### src/rtl/uart_rx_fifo.sv
// uart_rx_fifo: 8N1 UART receiver feeding a show-ahead (first-word fall-through) FIFO.
// The CPU reads through uart_rx_data / empty / uart_rd_en.
// Optional build macro UART_RX_PARITY_EN adds an even-parity bit after the data bits.
//
// state    | meaning
// ---------+-----------------------------------------------------------
// S_IDLE   | line idle, waiting for rxd_s to go low
// S_START  | timing to the middle of the start bit, rejecting glitches
// S_DATA   | sampling 8 data bits LSB-first at mid-bit
// S_PARITY | sampling the even-parity bit (UART_RX_PARITY_EN only)
// S_STOP   | sampling the stop bit; the byte is pushed or dropped here
module uart_rx_fifo #(
    parameter int CLKS_PER_BIT = 868,
    parameter int DEPTH_LOG2   = 4
) (
    input  logic                  clk,
    input  logic                  rst,
    input  logic                  rxd,
    output logic [7:0]            uart_rx_data,
    output logic                  empty,
    input  logic                  uart_rd_en,
    output logic [DEPTH_LOG2:0]   count,
    output logic                  overrun,
    output logic                  frame_err,
    output logic                  parity_err,
    input  logic                  err_clr
);

    localparam int CYC_W = $clog2(CLKS_PER_BIT);
    localparam int DEPTH = 1 << DEPTH_LOG2;
    localparam logic [CYC_W-1:0]    CYC_LAST = CYC_W'(CLKS_PER_BIT - 1);
    localparam logic [CYC_W-1:0]    CYC_HALF = CYC_W'(CLKS_PER_BIT / 2 - 1);
    localparam logic [CYC_W-1:0]    CYC_ONE  = CYC_W'(1);
    localparam logic [DEPTH_LOG2:0] CNT_FULL = (DEPTH_LOG2 + 1)'(DEPTH);
    localparam logic [DEPTH_LOG2:0] CNT_ONE  = (DEPTH_LOG2 + 1)'(1);
    localparam logic [DEPTH_LOG2-1:0] PTR_ONE = DEPTH_LOG2'(1);

    typedef enum logic [2:0] {S_IDLE, S_START, S_DATA, S_PARITY, S_STOP} state_t;

    logic                  rxd_m, rxd_s;
    state_t                state, state_n;
    logic [CYC_W-1:0]      cyc, cyc_n;
    logic [2:0]            idx, idx_n;
    logic [7:0]            shreg, shreg_n;
    logic                  push, frame_set;
`ifdef UART_RX_PARITY_EN
    logic                  par_bad, par_bad_n, parity_set;
`endif

    logic [7:0]            mem [DEPTH];
    logic [DEPTH_LOG2-1:0] wptr, rptr;
    logic                  full, do_pop, do_push, ovr_set;

    // Two-flop synchroniser for the asynchronous serial line; resets to idle-high.
    always_ff @(posedge clk) begin
        if (rst) begin
            rxd_m <= 1'b1;
            rxd_s <= 1'b1;
        end else begin
            rxd_m <= rxd;
            rxd_s <= rxd_m;
        end
    end

    // Receiver state register and bit timing counters.
    always_ff @(posedge clk) begin
        if (rst) begin
            state <= S_IDLE;
            cyc   <= '0;
            idx   <= '0;
            shreg <= '0;
`ifdef UART_RX_PARITY_EN
            par_bad <= 1'b0;
`endif
        end else begin
            state <= state_n;
            cyc   <= cyc_n;
            idx   <= idx_n;
            shreg <= shreg_n;
`ifdef UART_RX_PARITY_EN
            par_bad <= par_bad_n;
`endif
        end
    end

    // Next-state logic; STOP returns to IDLE mid stop bit so back-to-back frames are caught.
    always_comb begin
        state_n   = state;
        cyc_n     = cyc;
        idx_n     = idx;
        shreg_n   = shreg;
        push      = 1'b0;
        frame_set = 1'b0;
`ifdef UART_RX_PARITY_EN
        par_bad_n  = par_bad;
        parity_set = 1'b0;
`endif
        case (state)
            S_IDLE: begin
                if (!rxd_s) begin
                    state_n = S_START;
                    cyc_n   = '0;
`ifdef UART_RX_PARITY_EN
                    par_bad_n = 1'b0;
`endif
                end
            end
            S_START: begin
                if (cyc == CYC_HALF) begin
                    cyc_n   = '0;
                    idx_n   = '0;
                    state_n = rxd_s ? S_IDLE : S_DATA;
                end else begin
                    cyc_n = cyc + CYC_ONE;
                end
            end
            S_DATA: begin
                if (cyc == CYC_LAST) begin
                    cyc_n   = '0;
                    shreg_n = {rxd_s, shreg[7:1]};
                    if (idx == 3'd7) begin
`ifdef UART_RX_PARITY_EN
                        state_n = S_PARITY;
`else
                        state_n = S_STOP;
`endif
                    end else begin
                        idx_n = idx + 3'd1;
                    end
                end else begin
                    cyc_n = cyc + CYC_ONE;
                end
            end
            S_PARITY: begin
`ifdef UART_RX_PARITY_EN
                if (cyc == CYC_LAST) begin
                    cyc_n   = '0;
                    state_n = S_STOP;
                    if (rxd_s != ^shreg) begin
                        par_bad_n  = 1'b1;
                        parity_set = 1'b1;
                    end
                end else begin
                    cyc_n = cyc + CYC_ONE;
                end
`else
                state_n = S_IDLE;
`endif
            end
            S_STOP: begin
                if (cyc == CYC_LAST) begin
                    cyc_n   = '0;
                    state_n = S_IDLE;
                    if (!rxd_s) begin
                        frame_set = 1'b1;
                    end else begin
`ifdef UART_RX_PARITY_EN
                        push = !par_bad;
`else
                        push = 1'b1;
`endif
                    end
                end else begin
                    cyc_n = cyc + CYC_ONE;
                end
            end
            default: state_n = S_IDLE;
        endcase
    end

    assign empty   = (count == '0);
    assign full    = (count == CNT_FULL);
    assign do_pop  = uart_rd_en && !empty;
    assign do_push = push && (!full || do_pop);
    assign ovr_set = push && full && !do_pop;

    assign uart_rx_data = empty ? 8'h00 : mem[rptr];

    // Storage array, written only on an accepted push.
    always_ff @(posedge clk) begin
        if (do_push) begin
            mem[wptr] <= shreg;
        end
    end

    // FIFO pointers and occupancy; a pop on an empty FIFO is ignored.
    always_ff @(posedge clk) begin
        if (rst) begin
            wptr  <= '0;
            rptr  <= '0;
            count <= '0;
        end else begin
            if (do_push) wptr <= wptr + PTR_ONE;
            if (do_pop)  rptr <= rptr + PTR_ONE;
            case ({do_push, do_pop})
                2'b10:   count <= count + CNT_ONE;
                2'b01:   count <= count - CNT_ONE;
                default: count <= count;
            endcase
        end
    end

    // Sticky error flags; a set event wins over a simultaneous clear.
    always_ff @(posedge clk) begin
        if (rst) begin
            overrun   <= 1'b0;
            frame_err <= 1'b0;
        end else begin
            overrun   <= ovr_set   | (overrun   & ~err_clr);
            frame_err <= frame_set | (frame_err & ~err_clr);
        end
    end

`ifdef UART_RX_PARITY_EN
    // Sticky parity error flag; set wins over clear.
    always_ff @(posedge clk) begin
        if (rst) parity_err <= 1'b0;
        else     parity_err <= parity_set | (parity_err & ~err_clr);
    end
`else
    assign parity_err = 1'b0;
`endif

endmodule

### config.mk
export PLATFORM = sky130hd
export DESIGN_NAME = uart_rx_fifo
export DESIGN_NICKNAME = d
export VERILOG_FILES = /design/src/rtl/uart_rx_fifo.sv
export SDC_FILE = /design/constraint.sdc
export NUM_CORES = 1
export LEC_CHECK = 0
export ABC_AREA = 1
export CAP_MARGIN = 20
export CORE_ASPECT_RATIO = 0.8
export CORE_UTILIZATION = 35
export CTS_BUF_LIST = sky130_fd_sc_hd__clkbuf_4 sky130_fd_sc_hd__clkbuf_8
export DETAILED_ROUTE_END_ITERATION = 12
export HOLD_SLACK_MARGIN = 0.05
export SYNTH_ARGS = -nofsm -noshare
export SYNTH_HDL_FRONTEND = slang
export SYNTH_SLANG_ARGS = --single-unit
### constraint.sdc
create_clock -name clk -period 3.3 [get_ports clk]
set_input_delay 0.495 -clock clk [delete_from_list [all_inputs] [get_ports clk]]
set_output_delay 0.495 -clock clk [all_outputs]
set_load 0.005 [all_outputs]
# Word level (Yosys, flattened, before mapping)
# Memories as Yosys holds them, arrays and structs flattened. A register that Yosys moved wholly into a read port is not among the register bits.
# Cells that the tools add are included.
# Widths: inputs -> output; s select.
dict set report word_totals {
  regBits 41
  latch_bits 0
  mem_bits_rw 128
  mem_bits_ro 0
  elab_cells 83
  memories 1
}
dict set report op_classes {
  addsub 6
  n_mul 0
  div_mod_pow 0
  magnitude_cmp 0
  n_eq_ne 15
  shifts 0
  n_mux 27
  bitwise 5
  reduce_logical 18
}
# name words width rd rd_ports_with_merged_regs wr line_no
set mem_list {}
lappend mem_list {mem 16 8 1 1 1 50} ;# logic [7:0] mem [DEPTH];
# operator n
set ops {}
lappend ops {{$mux 10} 3}
lappend ops {{$pmux 10 s3} 1}
lappend ops {{$mux 3} 8}
lappend ops {{$ne 2x2->1 const B} 6}
lappend ops {{$pmux 3 s4} 1}
lappend ops {{$add 10x1->10 const B} 1}
lappend ops {{$eq 10x10->1 const B} 1}
lappend ops {{$eq 10x9->1 const B} 1}
lappend ops {{$pmux 5 s2} 1}
lappend ops {{$add 4x1->4 const B} 2}
lappend ops {{$mux 1} 8}
lappend ops {{$mux 4} 2}
lappend ops {{$mux 8} 1}
lappend ops {{$eq 3x3->1 const B} 2}
lappend ops {{$pmux 3 s2} 1}
lappend ops {{$add 5x1->5 const B} 1}
lappend ops {{$eq 5x5->1 const B} 1}
lappend ops {{$logic_not 5->1} 1}
lappend ops {{$reduce_and 5->1} 1}
lappend ops {{$sub 5x1->5 const B} 1}
lappend ops {{$logic_and 1x1->1} 4}
lappend ops {{$reduce_and 2->1} 2}
lappend ops {{$reduce_and 4->1} 1}
lappend ops {{$reduce_bool 2->1} 2}
lappend ops {{other kinds (14)} 18}

# Logic depth before layout (Yosys ltp)
dict set report depth {
  depth_word 7
  depth_mapped 18
  depth_no_buf 18
}

# Worst setup path after synthesis
# OpenSTA, ideal clock, no wires.
dict set report synth_timing {
  path_type {register to register}
  start {register cyc[0]}
  end {register count[4]}
  setup_time_ns 0.115
  arrival_ns 1.820
  slack_ns 1.365
  path_stages_with_launch 15
  n_path_buf 0
  synth_period_minus_slack_ns 1.935
  cell_sequence {dfxtp_1 > ha_1 > inv_1 > nor3_4 > nand3_2 > nand2_2 > inv_1 > ha_1 > inv_1 > o21ai_0 > inv_1 > nand3_2 > nand3_1 > nand2_1 > nor2_1}
}
dict set report synth_via {
  elab_chain_len 6
  elab_cells_between_ends 8
}
# element line_no
set synth_lines {}
lappend synth_lines {{start, declared} 42} ;# logic [CYC_W-1:0] cyc, cyc_n;
lappend synth_lines {{start signal, assigned} 77} ;# cyc <= cyc_n;
lappend synth_lines {{$eq 10x10->1 (*)} 151} ;# if (cyc == CYC_LAST) begin
lappend synth_lines {{$mux 1 (*)} 151}
lappend synth_lines {{$mux 1 (*)} 98} ;# case (state)
lappend synth_lines {{$logic_and 1x1->1 (*)} 174} ;# assign do_push = push && (!full || do_pop);
lappend synth_lines {{$eq 2x1->1 / $eq 2x2->1 (equally long branches)} 195} ;# case ({do_push, do_pop})
lappend synth_lines {{$pmux 5 s2 / $reduce_bool 2->1 (equally long branches)} n/a}
lappend synth_lines {{end signal, assigned} 196} ;# 2'b10: count <= count + CNT_ONE;
lappend synth_lines {{end signal, assigned} 197} ;# 2'b01: count <= count - CNT_ONE;
lappend synth_lines {{end signal, assigned} 198} ;# default: count <= count;
lappend synth_lines {{end, declared} 22} ;# output logic [DEPTH_LOG2:0] count,
# Every way passes the cells marked *; elsewhere a longest branch is shown, timed or not.
# A chain may end at the register's enable or synchronous reset.

==> results.py <==
metrics = {
    "hold_path": {
        "hp-class": "register to register",
    },
    "sta": {
        "max_freq_mhz": 332,
        "fin_skew_ns": 0.0143,
        "setup_violations": 0,
        "fin_crit_sh": 0.913,
        "slew_headroom": 0.522,
        "slew_violations": 0,
        "fin_tns_setup_ns": 0,
        "period_needed_ns": 3.01,
        "tightest_slew_ns": 0.715,
        "hold_violations": 0,
        "rsz0062_at_grt": "false",
    },
    "power": {
        "p_per_area_mw_per_mm2": 660,
        "p_leak_nw": 3.23,
        "ir_worst_vdd_uv": 327,
    },
    "synthesis": {
        "yosys_warnings": 0,
        "synth-seq-area-share": 0.657,
        "synth_edf_count": 128,
        "yosys_most_used_dff": "edfxtp_1",
        "synth_nets": 677,
        "synth_top_area_frac": 0.532,
        "synthesis.area_mm2": 0.00723,
        "async_flop_share": 0,
        "syn_area_per_cell_um2": 10.9,
        "yosys.area.top_type": "edfxtp_1",
        "synth.area.top_cells": "edfxtp_1 (53%), dfxtp_1 (12%), nor2_1 (6.2%)",
        "synth_seq_cells": 173,
        "netlist_instances": 661,
        "ys_types": 40,
    },
    "placement": {
        "port_buffers": 20,
        "place_congestion": 0.812,
        "dp_hpwl_um": 10500,
    },
    "clock_network": {
        "post-cts-setup-buffers": 0,
        "cts_resized": 0,
        "cts_num_sinks": 173,
        "cts.htree.levels": 4,
        "cts_tree": "done",
        "clkTransAtPathRegs_ns": 0.09,
        "clk_latency_ns": 0.45,
        "cts_buffers": 17,
        "clock_path_buffers": 2,
        "hold_buffers": 0,
        "cts-root-buf": "clkbuf_8",
    },
    "cells_and_area": {
        "nNetsFinal": 717,
        "syn2layout_area_growth_pct": 14.7,
        "final_common_cell": "edfxtp_1",
        "postLayoutCoreUtil": 0.414,
        "layout-drive-gt1-share": 0.132,
        "final_cell_mix": "edfxtp_1 (128), nor2_1 (119), o21ai_0 (88)",
        "diodes": 0,
    },
    "drt": {
        "drt_first_pass_iters": 5,
        "antenna_left": 0,
        "drtIter0Drc": 543,
        "drc": 0,
        "wire_per_inst_um": 16.4,
        "viasPerCell": 5.08,
        "wirelength_um": 16000,
        "vias": 4970,
    },
    "grt": {
        "antenna_found_initial": 0,
        "grt_overflow": 0,
        "grtUsageTotal": 0.160,
        "grt_pass1_vias": 4639,
        "grt_max_degree": 65,
        "grt_pass1_wl_um": 25800,
    },
    "worst_setup_path": {
        "critPathKind": "register to output pin",
        "cp.required_ns": 2.80,
        "worstPathMaxFanout": 24,
        "critPathSlowestCell": "clkdlybuf4s50_1",
        "end_kind": "output pin",
        "critPathTopFamily": "buffers and inverters",
        "cpPeakStageDelay_ns": 0.53,
        "cp-start-kind": "register",
        "path_cells": "inv_2, buf_4, o21ai_0, o221ai_1, nand3_1, a21oi_1, clkdlybuf4s50_1",
        "path_buf_inv": 3,
        "cp.arrival_ns": 2.52,
    },
    "run_status": {
        "status": "finished, final reports clean",
    },
    "floorplanning": {
        "ios": 22,
        "rows": 46,
        "die_y_um": 131,
        "fp.dieArea_mm2": 0.0212,
        "initial_core_util": 0.361,
        "core_mm2": 0.0200,
        "die_w_um": 163,
    },
    "run": {
        "maxCapViolCount": 0,
    },
}
-- kinds of logic after synthesis --
kind of cell    share of synthesized area
simple gates                        0.148
flops                               0.657
compound gates                      0.132
buf+inv                            0.0431
fa+ha+maj                          0.0190
xor+xnor                          0.00121
other cells                      0.000519
-- state kept, by name (all words and copies together) (netlist names), 3 cells and up, named ones only --
register and cells:
cyc 10, shreg 8, state 3, mem 128, idx 3, rptr 4
count 5, wptr 4
-- layout make-up --
cell class,instances,area (um^2)
clock buffer,17,234
sequential,173,4750
timing repair buffer,46,420
multi-input combinational,407,2170
clock inverter,15,174
tap,264,330
fill,1902,11700
inverter,56,211
-- synthesized netlist by cell type (2+ instances only) --
master,n
edfxtp_1,128
nor2_1,119
o21ai_0,88
nand2_1,49
inv_1,48
dfxtp_1,45
a21oi_1,30
nand3_1,30
o221ai_1,28
clkbuf_1,22
ha_1,11
nand2_2,6
nand3_2,6
inv_2,5
nor2_4,4
o22ai_1,4
nor2_2,3
nor3_1,3
nor3_2,3
a211oi_2,2
a31oi_1,2
clkinv_1,2
nand3b_1,2
nand4_1,2
o21a_1,2
o21ai_1,2
or2_2,2
-- routing by layer --
layer | up-vias | wire length, um | GRT usage
met5 | - | 0 | 0
met2 | 117 | 7160 | 0.242
met3 | 11 | 844 | 0.0382
met1 | 2424 | 7890 | 0.231
li1 | 2418 | - | -
met4 | 0 | 120 | 0.0401
-- final timing paths --
kind            start              end  slack (ns)  cells after the start
max          register  uart_rx_data[0]        0.29                      7
min             rxd_m            rxd_s        0.42                      1
max reg2reg    cyc[0]         count[4]        1.15                     14
min reg2reg     rxd_m            rxd_s        0.42                      1
-- report_power, final --
group / internal, mW / switching (mW) / total (mW)
Combinational: 0.568 / 0.943 / 1.51
Sequential: 2.37 / 0.0654 / 2.44
Clock: 0.699 / 0.827 / 1.53
-- stage by stage --
step	total power, mW	hold slack, ns	area [um^2]	setup WS (ns)	cells
final	5.47	0.421	8290	0.287	978
after CTS	5.51	0.426	8290	0.252	978
after global routing	5.80	0.438	8290	0.0467	978
after floorplan	3.49	0.389	7230	1.36	661
after global placement	3.98	0.393	7880	0.772	946
after detailed placement	4.00	0.404	7880	0.758	946
No activity file was read; power rests on OpenSTA's default activity.
